`src/rtl/memory_bus_write_sequencer_if.sv`:
```
// Request channel and BRAM write-bus signals of the write sequencer.
// slave = sequencer view, master = requester/observer view.
interface memory_bus_write_sequencer_if;
  logic        req_valid;
  logic        req_ready;
  logic [1:0]  req_kind;
  logic [1:0]  req_select;
  logic [17:0] req_addr;
  logic [15:0] req_data;
  logic        bus_en;
  logic        bus_we;
  logic [1:0]  bus_select;
  logic [13:0] bus_addr;
  logic [15:0] bus_data;

  modport slave (
    input  req_valid, req_kind, req_select, req_addr, req_data,
    output req_ready, bus_en, bus_we, bus_select, bus_addr, bus_data
  );

  modport master (
    output req_valid, req_kind, req_select, req_addr, req_data,
    input  req_ready, bus_en, bus_we, bus_select, bus_addr, bus_data
  );
endinterface

```
`src/rtl/memory_bus_write_sequencer.sv`:
```
// BRAM write master: direct writes plus STM / duty-table linear writes with page-register writes.
// Define BUS_SEQ_PAGE_CACHE_EN to skip page writes whose page is already cached.
module memory_bus_write_sequencer #(
  parameter int unsigned WE_CYCLES               = 2,
  parameter logic [13:0] ADDR_STM_MEM_WR_PAGE    = 14'h0000,
  parameter logic [13:0] ADDR_DUTY_TABLE_WR_PAGE = 14'h0000,
  parameter logic [1:0]  BRAM_SELECT_CONTROLLER  = 2'd0,
  parameter logic [1:0]  BRAM_SELECT_STM         = 2'd3
) (
  input  logic                                clk_i,
  input  logic                                rst_ni,
  input  logic                                page_invalidate_i,
  memory_bus_write_sequencer_if.slave         mb,
  output logic                                done_o,
  output logic                                err_o
);
  localparam logic [3:0] WE_LAST = 4'(WE_CYCLES - 1);
  localparam logic [1:0] K_DIRECT = 2'd0, K_STM = 2'd1, K_DUTY = 2'd2, K_RSVD = 2'd3;

  typedef enum logic [2:0] {
    S_IDLE, S_PG_SETUP, S_PG_STROBE, S_PG_HOLD, S_SETUP, S_STROBE, S_HOLD
  } state_e;

  state_e      state_q, state_d;
  logic [3:0]  cnt_q, cnt_d;
  logic [1:0]  kind_q, kind_d;
  logic [3:0]  page_q, page_d;
  logic [1:0]  dsel_q, dsel_d;
  logic [13:0] daddr_q, daddr_d;
  logic [15:0] ddata_q, ddata_d;
  logic [1:0]  bsel_q, bsel_d;
  logic [13:0] baddr_q, baddr_d;
  logic [15:0] bdata_q, bdata_d;
  logic        done_q, done_d, err_q, err_d;

  // Request decode, used only at acceptance
  logic [1:0]  acc_sel;
  logic [13:0] acc_addr;
  logic [3:0]  acc_page;
  logic [13:0] pg_addr;
  logic        need_pg;

  always_comb begin
    acc_sel  = mb.req_select;
    acc_addr = mb.req_addr[13:0];
    acc_page = mb.req_addr[17:14];
    pg_addr  = ADDR_STM_MEM_WR_PAGE;
    if (mb.req_kind == K_STM) begin
      acc_sel = BRAM_SELECT_STM;
    end else if (mb.req_kind == K_DUTY) begin
      acc_sel  = BRAM_SELECT_CONTROLLER;
      acc_addr = {2'b00, 1'b1, mb.req_addr[12:0]};
      acc_page = {2'b00, mb.req_addr[14:13]};
      pg_addr  = ADDR_DUTY_TABLE_WR_PAGE;
    end
  end

`ifdef BUS_SEQ_PAGE_CACHE_EN
  logic [3:0] stm_pg_q, stm_new;
  logic [1:0] duty_pg_q, duty_new;
  logic       stm_vld_q, duty_vld_q, stm_upd, duty_upd;

  // Page-phase completion or a direct write that lands on a page register
  always_comb begin
    stm_upd  = 1'b0;
    duty_upd = 1'b0;
    stm_new  = page_q;
    duty_new = page_q[1:0];
    if (state_q == S_PG_HOLD) begin
      stm_upd  = (kind_q == K_STM);
      duty_upd = (kind_q == K_DUTY);
    end else if (state_q == S_HOLD && kind_q == K_DIRECT && dsel_q == BRAM_SELECT_CONTROLLER) begin
      stm_upd  = (daddr_q == ADDR_STM_MEM_WR_PAGE);
      duty_upd = (daddr_q == ADDR_DUTY_TABLE_WR_PAGE);
      stm_new  = ddata_q[3:0];
      duty_new = ddata_q[1:0];
    end
  end

  always_ff @(posedge clk_i or negedge rst_ni) begin
    if (!rst_ni) begin
      stm_pg_q   <= '0;
      duty_pg_q  <= '0;
      stm_vld_q  <= 1'b0;
      duty_vld_q <= 1'b0;
    end else begin
      if (stm_upd)  stm_pg_q  <= stm_new;
      if (duty_upd) duty_pg_q <= duty_new;
      stm_vld_q  <= !page_invalidate_i && (stm_vld_q || stm_upd);
      duty_vld_q <= !page_invalidate_i && (duty_vld_q || duty_upd);
    end
  end

  assign need_pg = (mb.req_kind == K_STM)  ? !(stm_vld_q && stm_pg_q == acc_page) :
                   (mb.req_kind == K_DUTY) ? !(duty_vld_q && duty_pg_q == acc_page[1:0]) : 1'b0;
`else
  logic unused_nocache;
  assign unused_nocache = ^{page_invalidate_i, kind_q, page_q};
  assign need_pg = (mb.req_kind == K_STM) || (mb.req_kind == K_DUTY);
`endif

  always_comb begin
    state_d = state_q;
    cnt_d   = cnt_q;
    kind_d  = kind_q;
    page_d  = page_q;
    dsel_d  = dsel_q;
    daddr_d = daddr_q;
    ddata_d = ddata_q;
    bsel_d  = bsel_q;
    baddr_d = baddr_q;
    bdata_d = bdata_q;
    done_d  = 1'b0;
    err_d   = 1'b0;
    unique case (state_q)
      S_IDLE: if (mb.req_valid) begin
        if (mb.req_kind == K_RSVD) begin
          err_d = 1'b1;
        end else begin
          kind_d  = mb.req_kind;
          page_d  = acc_page;
          dsel_d  = acc_sel;
          daddr_d = acc_addr;
          ddata_d = mb.req_data;
          if (need_pg) begin
            state_d = S_PG_SETUP;
            bsel_d  = BRAM_SELECT_CONTROLLER;
            baddr_d = pg_addr;
            bdata_d = {12'h000, acc_page};
          end else begin
            state_d = S_SETUP;
            bsel_d  = acc_sel;
            baddr_d = acc_addr;
            bdata_d = mb.req_data;
          end
        end
      end
      S_PG_SETUP: begin
        state_d = S_PG_STROBE;
        cnt_d   = '0;
      end
      S_PG_STROBE: if (cnt_q == WE_LAST) state_d = S_PG_HOLD;
                   else                  cnt_d   = cnt_q + 4'd1;
      S_PG_HOLD: begin
        state_d = S_SETUP;
        bsel_d  = dsel_q;
        baddr_d = daddr_q;
        bdata_d = ddata_q;
      end
      S_SETUP: begin
        state_d = S_STROBE;
        cnt_d   = '0;
      end
      S_STROBE: if (cnt_q == WE_LAST) state_d = S_HOLD;
                else                  cnt_d   = cnt_q + 4'd1;
      S_HOLD: begin
        state_d = S_IDLE;
        done_d  = 1'b1;
      end
      default: state_d = S_IDLE;
    endcase
  end

  always_ff @(posedge clk_i or negedge rst_ni) begin
    if (!rst_ni) begin
      state_q <= S_IDLE;
      cnt_q   <= '0;
      kind_q  <= '0;
      page_q  <= '0;
      dsel_q  <= '0;
      daddr_q <= '0;
      ddata_q <= '0;
      bsel_q  <= '0;
      baddr_q <= '0;
      bdata_q <= '0;
      done_q  <= 1'b0;
      err_q   <= 1'b0;
    end else begin
      state_q <= state_d;
      cnt_q   <= cnt_d;
      kind_q  <= kind_d;
      page_q  <= page_d;
      dsel_q  <= dsel_d;
      daddr_q <= daddr_d;
      ddata_q <= ddata_d;
      bsel_q  <= bsel_d;
      baddr_q <= baddr_d;
      bdata_q <= bdata_d;
      done_q  <= done_d;
      err_q   <= err_d;
    end
  end

  // EN/WE decode straight from state so an async reset drops them at once
  assign mb.req_ready  = (state_q == S_IDLE) && rst_ni;
  assign mb.bus_en     = (state_q != S_IDLE);
  assign mb.bus_we     = (state_q == S_PG_STROBE) || (state_q == S_STROBE);
  assign mb.bus_select = bsel_q;
  assign mb.bus_addr   = baddr_q;
  assign mb.bus_data   = bdata_q;
  assign done_o        = done_q;
  assign err_o         = err_q;
endmodule

```
`src/flat_wrapper.sv`:
```
// flat-port wrapper written by rule: the top's interface ports become plain ports
module memory_bus_write_sequencer_flat 
#(
  parameter int unsigned WE_CYCLES               = 2,
  parameter logic [13:0] ADDR_STM_MEM_WR_PAGE    = 14'h0000,
  parameter logic [13:0] ADDR_DUTY_TABLE_WR_PAGE = 14'h0000,
  parameter logic [1:0]  BRAM_SELECT_CONTROLLER  = 2'd0,
  parameter logic [1:0]  BRAM_SELECT_STM         = 2'd3
)
  (clk_i, rst_ni, page_invalidate_i, done_o, err_o, mb_req_valid, mb_req_kind, mb_req_select, mb_req_addr, mb_req_data, mb_req_ready, mb_bus_en, mb_bus_we, mb_bus_select, mb_bus_addr, mb_bus_data);
  memory_bus_write_sequencer_if mb_i ();
  input  logic clk_i;
  input  logic rst_ni;
  input  logic page_invalidate_i;
  output logic done_o;
  output logic err_o;
  input wire logic [$bits(mb_i.req_valid)-1:0] mb_req_valid;
  input wire logic [$bits(mb_i.req_kind)-1:0] mb_req_kind;
  input wire logic [$bits(mb_i.req_select)-1:0] mb_req_select;
  input wire logic [$bits(mb_i.req_addr)-1:0] mb_req_addr;
  input wire logic [$bits(mb_i.req_data)-1:0] mb_req_data;
  output wire logic [$bits(mb_i.req_ready)-1:0] mb_req_ready;
  output wire logic [$bits(mb_i.bus_en)-1:0] mb_bus_en;
  output wire logic [$bits(mb_i.bus_we)-1:0] mb_bus_we;
  output wire logic [$bits(mb_i.bus_select)-1:0] mb_bus_select;
  output wire logic [$bits(mb_i.bus_addr)-1:0] mb_bus_addr;
  output wire logic [$bits(mb_i.bus_data)-1:0] mb_bus_data;
  assign mb_i.req_valid = mb_req_valid;
  assign mb_i.req_kind = mb_req_kind;
  assign mb_i.req_select = mb_req_select;
  assign mb_i.req_addr = mb_req_addr;
  assign mb_i.req_data = mb_req_data;
  assign mb_req_ready = mb_i.req_ready;
  assign mb_bus_en = mb_i.bus_en;
  assign mb_bus_we = mb_i.bus_we;
  assign mb_bus_select = mb_i.bus_select;
  assign mb_bus_addr = mb_i.bus_addr;
  assign mb_bus_data = mb_i.bus_data;
  memory_bus_write_sequencer #(.WE_CYCLES(WE_CYCLES), .ADDR_STM_MEM_WR_PAGE(ADDR_STM_MEM_WR_PAGE), .ADDR_DUTY_TABLE_WR_PAGE(ADDR_DUTY_TABLE_WR_PAGE), .BRAM_SELECT_CONTROLLER(BRAM_SELECT_CONTROLLER), .BRAM_SELECT_STM(BRAM_SELECT_STM)) u_core (.clk_i(clk_i), .rst_ni(rst_ni), .page_invalidate_i(page_invalidate_i), .mb(mb_i), .done_o(done_o), .err_o(err_o));
endmodule
```
`config.mk`:
```
export PLATFORM = sky130hd
export DESIGN_NAME = memory_bus_write_sequencer_flat
export DESIGN_NICKNAME = d
export VERILOG_FILES = /design/src/rtl/memory_bus_write_sequencer_if.sv /design/src/rtl/memory_bus_write_sequencer.sv /design/src/flat_wrapper.sv
export SDC_FILE = /design/constraint.sdc
export NUM_CORES = 1
export LEC_CHECK = 0
export ABC_AREA = 1
export CAP_MARGIN = 20
export CORE_MARGIN = 2
export CORE_UTILIZATION = 50
export CTS_CLUSTER_SIZE = 10
export DETAILED_ROUTE_END_ITERATION = 12
export PLACE_DENSITY = 0.79
export SLEW_MARGIN = 20
export SYNTH_ARGS = -nofsm -noshare
export SYNTH_HDL_FRONTEND = slang
export SYNTH_SLANG_ARGS = --single-unit
```
`constraint.sdc`:
```
create_clock -name clk_i -period 1.5 [get_ports clk_i]
set_input_delay 0.3 -clock clk_i [delete_from_list [all_inputs] [get_ports clk_i]]
set_output_delay 0.3 -clock clk_i [all_outputs]
set_load 0.05 [all_outputs]
```
==> implementation parameters, run 1 <==
Parameter                              Value

STA
  Slew @ Worst Pin ... 0.924 ns
  Post-layout worst setup margin ... -0.186 ns
  Final Critical Period ... 1.69 ns
  Maximum clock rate ... 593 MHz
  Final hold viol count ... 0
  Final-report setup violation count ... 67
  Final count of pins violating max slew ... 0
  Portion of the clock cycle consumed by the worst path in the final layout ... 112%
  Headroom to the max-slew limit ... 38.4%
  Final worst clock skew ... 0.00937 ns
  Setup repair after global routing missed its margin ... true

Outcome
  Violations in the final reports ... negative setup slack
  Outcome ... finished, violations left

Placed design
  Weighted congestion reported at the end of routability-driven placement ... 0.844
  Cells after DPL ... 635
  DP Wirelength ... 6260 um
  Setup slack at placement ... -0.451 ns
  Total of buffers placed on input and output ports ... 77

Synth
  Cell types occupying the most area after synthesis ... dfrtp_1 (52%), nand2_1 (25%), nand3_1 (6.0%)
  EDFF count, synth ... 0
  Mapped cell area ... 3530 sq um
  Synth Instances ... 460
  Number of register bits inferred by synthesis ... 73
  Syn Area/Cell ... 7.66 sq um
  Count of warnings emitted by yosys ... 0
  Library cell occupying the most area in the post-synthesis netlist ... dfrtp_1
  Synth async-reset ratio ... 100%
  Dominant register cell in the synthesized netlist ... dfrtp_1
  Proportion of synthesized chip area in sequential cells ... 51.8%
  Top-area cell type share of the netlist area ... 51.8%
  Synth unique cells ... 26
  Net count after synthesis ... 508

CTS
  Cell at the root of the clock tree ... clkbuf_8
  Buffers from clock root to sink, at most ... 2
  TritonCTS clock tree ... built
  Clock net sink count ... 73
  CTS Hold Buffers Added ... 0
  Post-CTS clock slew at the launch and capture registers of the worst setup and hold paths ... 0.08 ns
  # H-tree levels ... 3
  Clock latency on the worst-skew pair ... 0.37 ns
  CTS buffer count ... 9

Critical path
  Worst Reg2Reg Path Length in Cells ... 9
  Critical Setup Path Class ... reg2out
  Startpoint class of the critical path ... flip-flop
  Data arrival time at the worst-slack endpoint ... 1.39 ns
  Combined buffer and inverter count along the critical path ... 3
  WP depth ... 6
  Highest-delay cell along the critical path ... dfrtp_1
  Most common cell type on the critical path ... nor2_4
  CP Max Fanout ... 3
  Largest stage delay on the critical path ... 0.41 ns
  CP Data Required Time ... 1.20 ns
  Setup crit end kind ... output pin
  Dominant delay contributor by cell family on the critical path ... flip-flops
  Ordered list of cells on the worst path ... inv_2, nand2_2, nor2_4, inv_4, nor2_4, buf_12

Global routing
  Total GRT Usage ... 29.5%
  Initial antenna violation count ... 0
  Pin count of the biggest net entering global routing ... 74
  GR Overflow Total ... 0
  Vias in the first global route ... 3589
  Global-route wire length before repair ... 17200 um

Drt
  DR WL met2 ... 6370 um
  WL met3 ... 1060 um
  Routed vias ... 3849
  Wire length after detailed routing ... 12700 um
  Met1 routed wirelength after detailed routing ... 4580 um
  Detailed Route Iter0 Violations ... 410
  Average vias per placed instance ... 5.69
  DR WL/cell ... 18.7 um
  Post-detailed-route DRC marker count ... 0
  First-pass iteration count of the detailed router ... 6
  Count of antenna-violating nets left after detailed routing ... 0
  Highest routed metal layer ... met4

Power
  Pwr Density ... 2250 nW/um^2
  Leakage power ... 3.02 nW
  Total power ... 13.1 mW
  Peak supply drop ... 1.65 mV

Finish
  # fillers ... 297
  Sequential standard cell area ... 1830 sq um
  Leading cell type in the layout, fill and taps excluded ... nand2_1
  Non-filler instance count after layout ... 677
  Top library cells by usage in the layout, fill and taps aside ... nand2_1 (182), dfrtp_1 (72), buf_12 (43), nand2_2 (41), nand3_1 (40)
  Multi-input gate area in the final layout ... 1800 sq um
  Diodes inserted ... 0
  Number of nets in the layout ... 626
  Post-route core utilization ... 86.1%
  Area growth syn-to-layout ... 65.9%
  Ratio of cells with drive above 1 in the final layout ... 31.5%

Floorplanning
  Starting utilization of the core area ... 51.9%
  Number of top-level pins ... 79
  Placement row count ... 30
  Die boundary width ... 88.0 um
  Total die area ... 7740 sq um
  Height of the chip ... 88.0 um
  Placeable core region ... 6790 sq um

Job
  Max-capacitance violation count ... 0

Min path
  Class of the tightest hold or removal check ... in2async
==> area by class of cell <==
class / instances / share of cell area (%)
Timing Repair inverter: 2 / 0.535
Clock buffer: 10 / 2.35
Tap cell: 96 / 2.05
Multi-Input combinational cell: 340 / 30.7
Sequential cell: 73 / 31.3
Inverter: 26 / 2.27
Clock inverter: 4 / 0.770
Timing Repair Buffer: 126 / 30.1
==> layer usage <==
| metal | track usage (%) | up-vias |
|---|---|---|
| met2 | 51.0 | 278 |
| met3 | 5.66 | 73 |
| met5 | 0 | - |
| met4 | 11.9 | 0 |
| li1 | - | 1678 |
| met1 | 36.4 | 1820 |
==> power breakdown <==
| part | internal (mW) | switching [mW] | leakage [nW] |
|---|---|---|---|
| combinational | 3.66 | 4.40 | 1.99 |
| clock | 0.787 | 0.772 | 0.0978 |
| sequential | 2.78 | 0.734 | 0.933 |
| total | 7.22 | 5.91 | 3.02 |
==> stage by stage <==
step | TNS, ns | hold WS [ns] | cell area (sq um)
2_1_floorplan | -0.105 | 0.00441 | 3540
3_3_place_gp | -20.45 | 0.453 | 4900
3_5_place_dp | -24.94 | 0.458 | 4900
4_1_cts | -0.716 | 0.216 | 5450
5_1_grt | -9.61 | 0.267 | 5850
6_report | -6.72 | 0.173 | 5850
==> cells in the mapped netlist, types with 2 or more instances <==
cell	n
nand2_1	238
nand2_2	2
buf_6	2
a21oi_1	4
dfrtp_1	73
clkbuf_1	3
inv_2	6
ha_1	6
buf_1	3
o21ai_0	24
nand4_1	3
nand3_2	2
nand3_1	42
inv_1	20
buf_2	7
buf_4	6
nor2_1	10
==> cell families (layout without fill, tap and decap cells) <==
family                     after synthesis  count (layout)  synth area share (%)
buffers and inverters                   47             168                  6.32
and+or+nand+nor                        301             301                  34.6
adders and majority gates                6               6                  2.13
DFF                                     73              73                  51.8
AOI/OAI and AO/OA                       32              32                  4.86
xor gates and xnor gates                 1               1                 0.248
==> registers in the layout (all words and copies together) (netlist names) <==
register and flops:
u_core.ddata_q 16, u_core.mb.bus_data 16, u_core.daddr_q 14, u_core.mb.bus_addr 14, u_core.cnt_q 4, u_core.state_q 3
u_core.dsel_q 2, u_core.mb.bus_select 2, u_core.done_o 1, u_core.err_o 1
==> path summary, 6_finish.rpt <==
check / from / to / slack, ns
min in group clk_i: u_core.ddata_q[9] / u_core.ddata_q[9] / 0.48
max: u_core.state_q[1] / mb_req_ready / -0.19
max in group asynchronous: rst_ni / u_core.state_q[2] / 0.69
max reg2reg: u_core.state_q[0] / u_core.ddata_q[14] / -0.17
min: rst_ni / u_core.mb.bus_addr[1] / 0.17
min reg2reg: u_core.ddata_q[9] / u_core.ddata_q[9] / 0.48
==> what timing repair did <==
| action | in CTS | in global routing |
|---|---|---|
| gates resized for setup | 43 | 104 |
| buffers inserted | 21 | 9 |
| pin swaps | 9 | 25 |
| endpoints found under the setup margin | 48 | 74 |
| gates cloned | 6 | 3 |
Power figures use the tool's default switching activity.
==> inputs of run 2 (changes only) <==
--- a/config.mk
+++ b/config.mk
@@ -8,9 +8,10 @@
 export ABC_AREA = 1
 export CAP_MARGIN = 20
 export CORE_MARGIN = 2
-export CORE_UTILIZATION = 50
+export CORE_UTILIZATION = 63
 export CTS_CLUSTER_SIZE = 10
 export DETAILED_ROUTE_END_ITERATION = 12
+export DONT_BUFFER_PORTS = 1
 export PLACE_DENSITY = 0.79
 export SLEW_MARGIN = 20
 export SYNTH_ARGS = -nofsm -noshare
==> run 2 against run 1 <==
Compared with the run above: wire length is 29% lower; sequential power is 26% higher; the run ends with negative hold slack, negative setup slack left; register-to-register slack better by 0.09 ns; sequential share of layout area is 12 points higher; largest power group is now sequential cells; largest cell class unchanged; clock power is 8% lower; clock-buffer cell count is 3 higher; critical path type unchanged; flip-flop and latch count stayed put.
==> implementation parameters, run 2 (same netlist as run 1, synthesis figures left out) <==
Parameter                              Value

Outcome
  Outcome ... finished, violations left
  Violations in the final reports ... negative hold slack, negative setup slack

Finish
  Diodes inserted ... 0 (unchanged)
  Ratio of cells with drive above 1 in the final layout ... 16.6% (-15 points)
  Top library cells by usage in the layout, fill and taps aside ... nand2_1 (230), dfrtp_1 (71), nand3_1 (41), buf_4 (21)
  Leading cell type in the layout, fill and taps excluded ... nand2_1
  Post-route core utilization ... 78.4% (-7.7 points)
  # fillers ... 364 (+23%)
  Number of nets in the layout ... 538 (-14%)
  Area growth syn-to-layout ... 21.0%

Global routing
  Vias in the first global route ... 3057 (-15%)
  Initial antenna violation count ... 0 (unchanged)
  GR Overflow Total ... 0 (unchanged)
  Met1 usage in global routing ... 33.0% (-3.4 points)
  Global-route wire length before repair ... 13600 um (-21%)
  Layer carrying the most global-route usage ... met2
  Pin count of the biggest net entering global routing ... 75 (+1.4%)
  Total GRT Usage ... 28.1% (-1.4 points)
  Met2 routing resource usage after global routing ... 47.8% (-3.2 points)
  Met3 demand-to-capacity share in global routing ... 7.39% (+1.7 points)

CTS
  Clock net sink count ... 73 (unchanged)
  TritonCTS clock tree ... built
  Buffers from clock root to sink, at most ... 2 (unchanged)
  Post-CTS clock slew at the launch and capture registers of the worst setup and hold paths ... 0.08 ns (about the same)
  CTS buffer count ... 9 (unchanged)
  Clock latency on the worst-skew pair ... 0.34 ns (-0.03 ns)
  Cell at the root of the clock tree ... clkbuf_8
  # H-tree levels ... 3 (unchanged)

Critical path
  CP Data Required Time ... 1.20 ns (about the same)
  Flop-to-flop setup slack ... -0.08 ns (+0.09 ns)
  Crit Reg-Reg Endpoint ... u_core.ddata_q[5]
  Startpoint of the worst register-to-register path ... u_core.state_q[0]
  CP Max Fanout ... 4 (+1)
  Dominant delay contributor by cell family on the critical path ... flip-flops
  Critical Setup Path Class ... reg2out
  Data arrival time at the worst-slack endpoint ... 1.33 ns (-0.06 ns)
  Ordered list of cells on the worst path ... inv_2, nand2_1, o21ai_4, buf_12
  Startpoint class of the critical path ... flip-flop
  Setup crit end kind ... output pin
  Combined buffer and inverter count along the critical path ... 2 (-1)
  Worst Reg2Reg Path Length in Cells ... 9 (unchanged)
  Highest-delay cell along the critical path ... dfrtp_1
  Largest stage delay on the critical path ... 0.42 ns (about the same)

STA
  Post-layout worst setup margin ... -0.132 ns (+0.0539 ns)
  Final hold viol count ... 73 (+73)
  Final hold slack ... -0.358 ns (-0.532 ns)
  Final-report setup violation count ... 57 (-15%)
  Slew @ Worst Pin ... 0.503 ns (-0.421 ns)
  Headroom to the max-slew limit ... 66.5% (+28 points)
  Final Critical Period ... 1.63 ns (-0.0539 ns)
  Final count of pins violating max slew ... 0 (unchanged)
  Final worst clock skew ... 0.00940 ns (+0.0000260 ns)
  Aggregate negative setup slack ... -2.43 ns (+4.29 ns)
  Maximum clock rate ... 613 MHz (+3.3%)
  Portion of the clock cycle consumed by the worst path in the final layout ... 109% (-3.6 points)
  Setup repair after global routing missed its margin ... true

Floorplanning
  Total die area ... 6210 sq um (-20%)
  Number of top-level pins ... 79 (unchanged)
  Die boundary width ... 78.8 um (-10%)
  Height of the chip ... 78.8 um (-10%)
  Placeable core region ... 5440 sq um (-20%)
  Placement row count ... 27 (-10%)
  Starting utilization of the core area ... 64.8% (+13 points)

Drt
  Detailed Route Iter0 Violations ... 294 (-28%)
  Post-detailed-route DRC marker count ... 0 (unchanged)
  DR WL/cell ... 15.8 um (-15%)
  Wire length after detailed routing ... 8970 um (-29%)
  First-pass iteration count of the detailed router ... 5 (-1)
  Count of antenna-violating nets left after detailed routing ... 0 (unchanged)
  Average vias per placed instance ... 5.61 (-1.3%)
  Routed vias ... 3176 (-17%)

Power
  Peak supply drop ... 1.48 mV (-9.9%)
  Pwr Density ... 2300 nW/um^2 (+2.6%)
  Leakage power ... 2.30 nW (-24%)

Placed design
  DP Wirelength ... 5210 um (-17%)
  Total of buffers placed on input and output ports ... 0 (-100%)
  Weighted congestion reported at the end of routability-driven placement ... 0.854 (+1.2%)

Min path
  Class of the tightest hold or removal check ... in2async

Job
  Max-capacitance violation count ... 0 (unchanged)
-- run 2: cell types whose count changed in the layout (fill, tap and decap cells not counted), moves of 3 or more --
cell / before / now
buf_12: 43 / 7
buf_16: 4 / 0
buf_4: 25 / 21
buf_6: 9 / 6
buf_8: 4 / 1
clkdlybuf4s50_1: 37 / 0
nand2_1: 182 / 230
nand2_2: 41 / 8
nand2_4: 16 / 2
o21ai_0: 15 / 19
o21ai_1: 8 / 5
-- run 2: final cells by class --
cell class / instances / area (sq um) / share of cell area (%)
Sequential cell: 73 / 1830 / 42.9
Multi-Input combinational cell: 340 / 1550 / 36.4
Timing Repair Buffer: 39 / 480 / 11.3
Tap cell: 72 / 90.1 / 2.11
Inverter: 26 / 123 / 2.87
Clock buffer: 13 / 169 / 3.96
Timing Repair inverter: 1 / 8.76 / 0.205
Clock inverter: 2 / 12.5 / 0.293
-- run 2: timing repair --
action	CTS	global route
gates cloned	0	5
endpoints found under the hold margin	73	73
setup buffers	8	7
endpoints found under the setup margin	33	68
pin swaps	3	7
resized for setup	12	35
-- run 2: metal layers --
| layer | share of wire [%] | routed length (um) |
|---|---|---|
| met4 | 3.0 | 271 |
| met1 | 40 | 3610 |
| met3 | 7.5 | 670 |
| met5 | 0 | 0 |
| met2 | 49 | 4420 |
-- run 2: per-stage QoR --
step	area (sq um)	worst slack, ns	power [mW]	instances
6_report	4270	-0.132	9.83	566
5_1_grt	4270	-0.176	10.4	566
4_1_cts	3990	-0.139	9.05	554
3_5_place_dp	3710	-0.0563	7.38	531
3_3_place_gp	3710	-0.0118	7.23	531
2_1_floorplan	3540	-0.105	6.47	460
-- run 2: power breakdown --
part | internal, mW | total, mW | switching [mW]
registers | 2.76 | 4.42 | 1.66
clock network | 0.726 | 1.43 | 0.703
logic | 1.68 | 3.98 | 2.29
-- run 2: worst reg2reg max path, cell delays in order (launching register included) --
cell and delay, ns:
dfrtp_2 0.43, buf_4 0.16, nor2_4 0.16, nand3_4 0.11, nor2_4 0.14, buf_12 0.16
buf_6 0.12, clkbuf_16 0.14, nand2_1 0.05, nand2_1 0.06
-- run 2: worst max path at each step --
stage	startpoint	end	slack, ns	depth (start not counted)
after global placement	u_core.state_q[0]	u_core.mb.bus_data[13]	-0.01	9
after floorplan	u_core.state_q[1]	mb_req_ready	-0.10	5
final	u_core.state_q[1]	mb_bus_we	-0.13	4
after global routing	u_core.state_q[1]	mb_bus_we	-0.18	4
after CTS	u_core.state_q[1]	mb_req_ready	-0.14	6
after detailed placement	u_core.state_q[0]	u_core.mb.bus_addr[8]	-0.06	9
==> inputs of run 3 (changes only) <==
--- a/config.mk
+++ b/config.mk
@@ -8,12 +8,11 @@
 export ABC_AREA = 1
 export CAP_MARGIN = 20
 export CORE_MARGIN = 2
-export CORE_UTILIZATION = 63
+export CORE_UTILIZATION = 65
 export CTS_CLUSTER_SIZE = 10
 export DETAILED_ROUTE_END_ITERATION = 12
 export DONT_BUFFER_PORTS = 1
-export PLACE_DENSITY = 0.79
-export SLEW_MARGIN = 20
+export PLACE_DENSITY = 0.81
 export SYNTH_ARGS = -nofsm -noshare
 export SYNTH_HDL_FRONTEND = slang
 export SYNTH_SLANG_ARGS = --single-unit
==> constraint.sdc (replaced) <==
create_clock -name clk_i -period 2 [get_ports clk_i]
set_input_delay 0.4 -clock clk_i [delete_from_list [all_inputs] [get_ports clk_i]]
set_output_delay 0.4 -clock clk_i [all_outputs]
set_load 0.05 [all_outputs]
==> run 3 against run 2 <==
Compared with the run above: the run ends with negative hold slack left; combinational power is 52% lower; sequential power is 25% lower; via count is 8.2% lower; non-clock buffer count is 30 lower; die area is 2.9% lower; critical path depth is 2 higher; total power is 34% lower; hold slack better by 0.096 ns; register-to-register slack better by 0.31 ns; first-iteration DRC count is 13% lower.
==> implementation parameters, run 3 (same netlist as run 1, synthesis figures left out) <==
Parameter                              Value

Outcome
  Outcome ... finished, violations left
  Violations in the final reports ... negative hold slack

Critical path
  Startpoint of the worst register-to-register path ... u_core.state_q[2]
  Startpoint class of the critical path ... flip-flop
  Crit Reg-Reg Endpoint ... u_core.mb.bus_addr[13]
  Worst Reg2Reg Path Length in Cells ... 8 (-1)
  Flop-to-flop setup slack ... 0.23 ns (+0.31 ns)
  Setup crit end kind ... output pin
  Data arrival time at the worst-slack endpoint ... 1.50 ns (+0.17 ns)
  Endpoint of the most critical setup path ... mb_req_ready
  Critical Setup Path Class ... reg2out
  CP Data Required Time ... 1.60 ns (+0.40 ns)
  CP Max Fanout ... 6 (+2)
  Origin of the worst setup path ... u_core.state_q[0]

Power
  Comb pwr share ... 29.7% (-11 points)
  Peak supply drop ... 1.23 mV (-17%)
  Leakage power ... 2.10 nW (-8.9%)
  Proportion of power drawn by flip-flops and latches ... 50.8% (+5.8 points)
  Total internal power ... 3.41 mW (-34%)
  Switching power ... 3.10 mW (-34%)
  Total power ... 6.51 mW (-34%)
  Net Sw Frac ... 47.6% (+0.21 points)
  Clock Power Share ... 19.5% (+5.0 points)
  Pwr Density ... 1720 nW/um^2 (-26%)

STA
  Final Critical Period ... 1.90 ns
  Final hold slack ... -0.262 ns (+0.0963 ns)
  Final worst clock skew ... 0.00747 ns (-0.00193 ns)
  Headroom to the max-slew limit ... 63.7% (-2.8 points)
  Final-report setup violation count ... 0 (-100%)
  Final hold viol count ... 73 (unchanged)
  Aggregate negative setup slack ... 0 ns (+2.43 ns)
  Setup repair after global routing missed its margin ... false
  Maximum clock rate ... 526 MHz
  Final count of pins violating max slew ... 0 (unchanged)
  Slew @ Worst Pin ... 0.539 ns (+0.0363 ns)
  Portion of the clock cycle consumed by the worst path in the final layout ... 95.1%

Placed design
  Weighted congestion reported at the end of routability-driven placement ... 0.847 (-0.83%)
  Cells after DPL ... 518 (-2.4%)
  Post-Place Cell Area ... 3570 sq um (-3.6%)
  Total of buffers placed on input and output ports ... 0 (unchanged)
  DP Wirelength ... 4820 um (-7.3%)

CTS
  Buffers from clock root to sink, at most ... 2 (unchanged)
  CTS buffer count ... 9 (unchanged)
  Post-CTS clock slew at the launch and capture registers of the worst setup and hold paths ... 0.08 ns (about the same)
  Clock latency on the worst-skew pair ... 0.35 ns (about the same)
  # H-tree levels ... 3 (unchanged)
  Clock net sink count ... 73 (unchanged)
  Cell at the root of the clock tree ... clkbuf_8
  TritonCTS clock tree ... built

Finish
  Non-filler instance count after layout ... 534 (-5.7%)
  Leading cell type in the layout, fill and taps excluded ... nand2_1
  Number of nets in the layout ... 507 (-5.8%)
  Area growth syn-to-layout ... 7.59%
  Ratio of cells with drive above 1 in the final layout ... 8.84% (-7.8 points)
  Top library cells by usage in the layout, fill and taps aside ... nand2_1 (238), dfrtp_1 (71), nand3_1 (42), o21ai_0 (24), inv_1 (20)
  Design Area, Final ... 3790 sq um (-11%)
  Diodes inserted ... 0 (unchanged)
  # fillers ... 393 (+8.0%)

Drt
  Routed vias ... 2914 (-8.2%)
  First-pass iteration count of the detailed router ... 5 (unchanged)
  DR WL/cell ... 14.1 um (-11%)
  Wire length after detailed routing ... 7510 um (-16%)
  Count of antenna-violating nets left after detailed routing ... 0 (unchanged)
  Post-detailed-route DRC marker count ... 0 (unchanged)
  Detailed Route Iter0 Violations ... 255 (-13%)
  Average vias per placed instance ... 5.46 (-2.8%)

Job
  Max-capacitance violation count ... 0 (unchanged)

Floorplanning
  Placeable core region ... 5170 sq um (-4.9%)
  Height of the chip ... 77.7 um (-1.5%)
  Placement row count ... 26 (-3.7%)
  Number of top-level pins ... 79 (unchanged)
  Starting utilization of the core area ... 68.2% (+3.3 points)
  Total die area ... 6030 sq um (-2.9%)
  Die boundary width ... 77.7 um (-1.5%)

Global routing
  Vias in the first global route ... 2875 (-6.0%)
  Initial antenna violation count ... 0 (unchanged)
  GR Overflow Total ... 0 (unchanged)
  Pin count of the biggest net entering global routing ... 75 (unchanged)
  Total GRT Usage ... 27.1% (-0.97 points)
  Global-route wire length before repair ... 12800 um (-5.7%)

Min path
  Class of the tightest hold or removal check ... in2async
## run 3: cell count changes in the layout (fill, tap and decap cells not counted), moves of 3 or more
cell and delta:
inv_2 +3, clkbuf_16 -4, o21ai_1 -5, buf_6 -6
nor2_4 -3, nand2_1 +8, buf_12 -6, o21ai_0 +5
buf_4 -13, nand2_2 -6
## run 3: how the worst min path moves through the flow
stage / end / slack (ns) / cells past startpoint
after floorplan: u_core.cnt_q[0] / 0.10 / 0
after global placement: u_core.mb.bus_addr[1] / 0.11 / 0
after detailed placement: u_core.mb.bus_addr[2] / 0.11 / 0
after CTS: u_core.mb.bus_addr[1] / -0.27 / 0
after global routing: u_core.mb.bus_addr[2] / -0.28 / 0
final: u_core.mb.bus_addr[2] / -0.26 / 0
## run 3: power by group through the flow
stage	logic (mW)	registers [mW]	clock network (mW)
after detailed placement	1.92	3.33	0
after floorplan	1.59	3.24	0
after global placement	1.85	3.31	0
final	1.93	3.31	1.27
after CTS	1.94	3.30	1.28
after global routing	2.24	3.38	1.35
## run 3: layout make-up
type                            count  area, sq um  share of cell area, %
Sequential cell                    73         1830                   48.2
Multi-Input combinational cell    340         1480                   39.0
Clock buffer                       11          141                   3.73
Inverter                           26         97.6                   2.57
Tap cell                           70         87.6                   2.31
Timing Repair Buffer                9         80.1                   2.11
Clock inverter                      5         78.8                   2.08
## run 3: worst max-delay path: stages, from the launching register on
cell and delay [ns]:
dfrtp_2 0.47, inv_2 0.10, nand2_1 0.05, nor2_1 0.17, inv_1 0.09, nor2_2 0.08, buf_4 0.20
## run 3: routing by layer
layer  global-route usage [%]  wire length, um
met5                        0                0
met4                     12.0              202
met3                     7.79              640
met2                     45.4             3610
met1                     32.5             3060
## run 3: what timing repair did
action | CTS | global route
endpoints found under the setup margin | 0 | 1
endpoints found under the hold margin | 73 | 73
gates resized for setup | 0 | 2
buffers inserted | 0 | 0
## run 3: metrics by stage
step / utilization (%) / setup WS [ns]
detailed placement: 69.0 / 0.243
finish: 73.3 / 0.0977
floorplan: - / 0.160
CTS: 73.3 / 0.0678
global placement: 69.0 / 0.253
global route: 73.3 / 0.0270
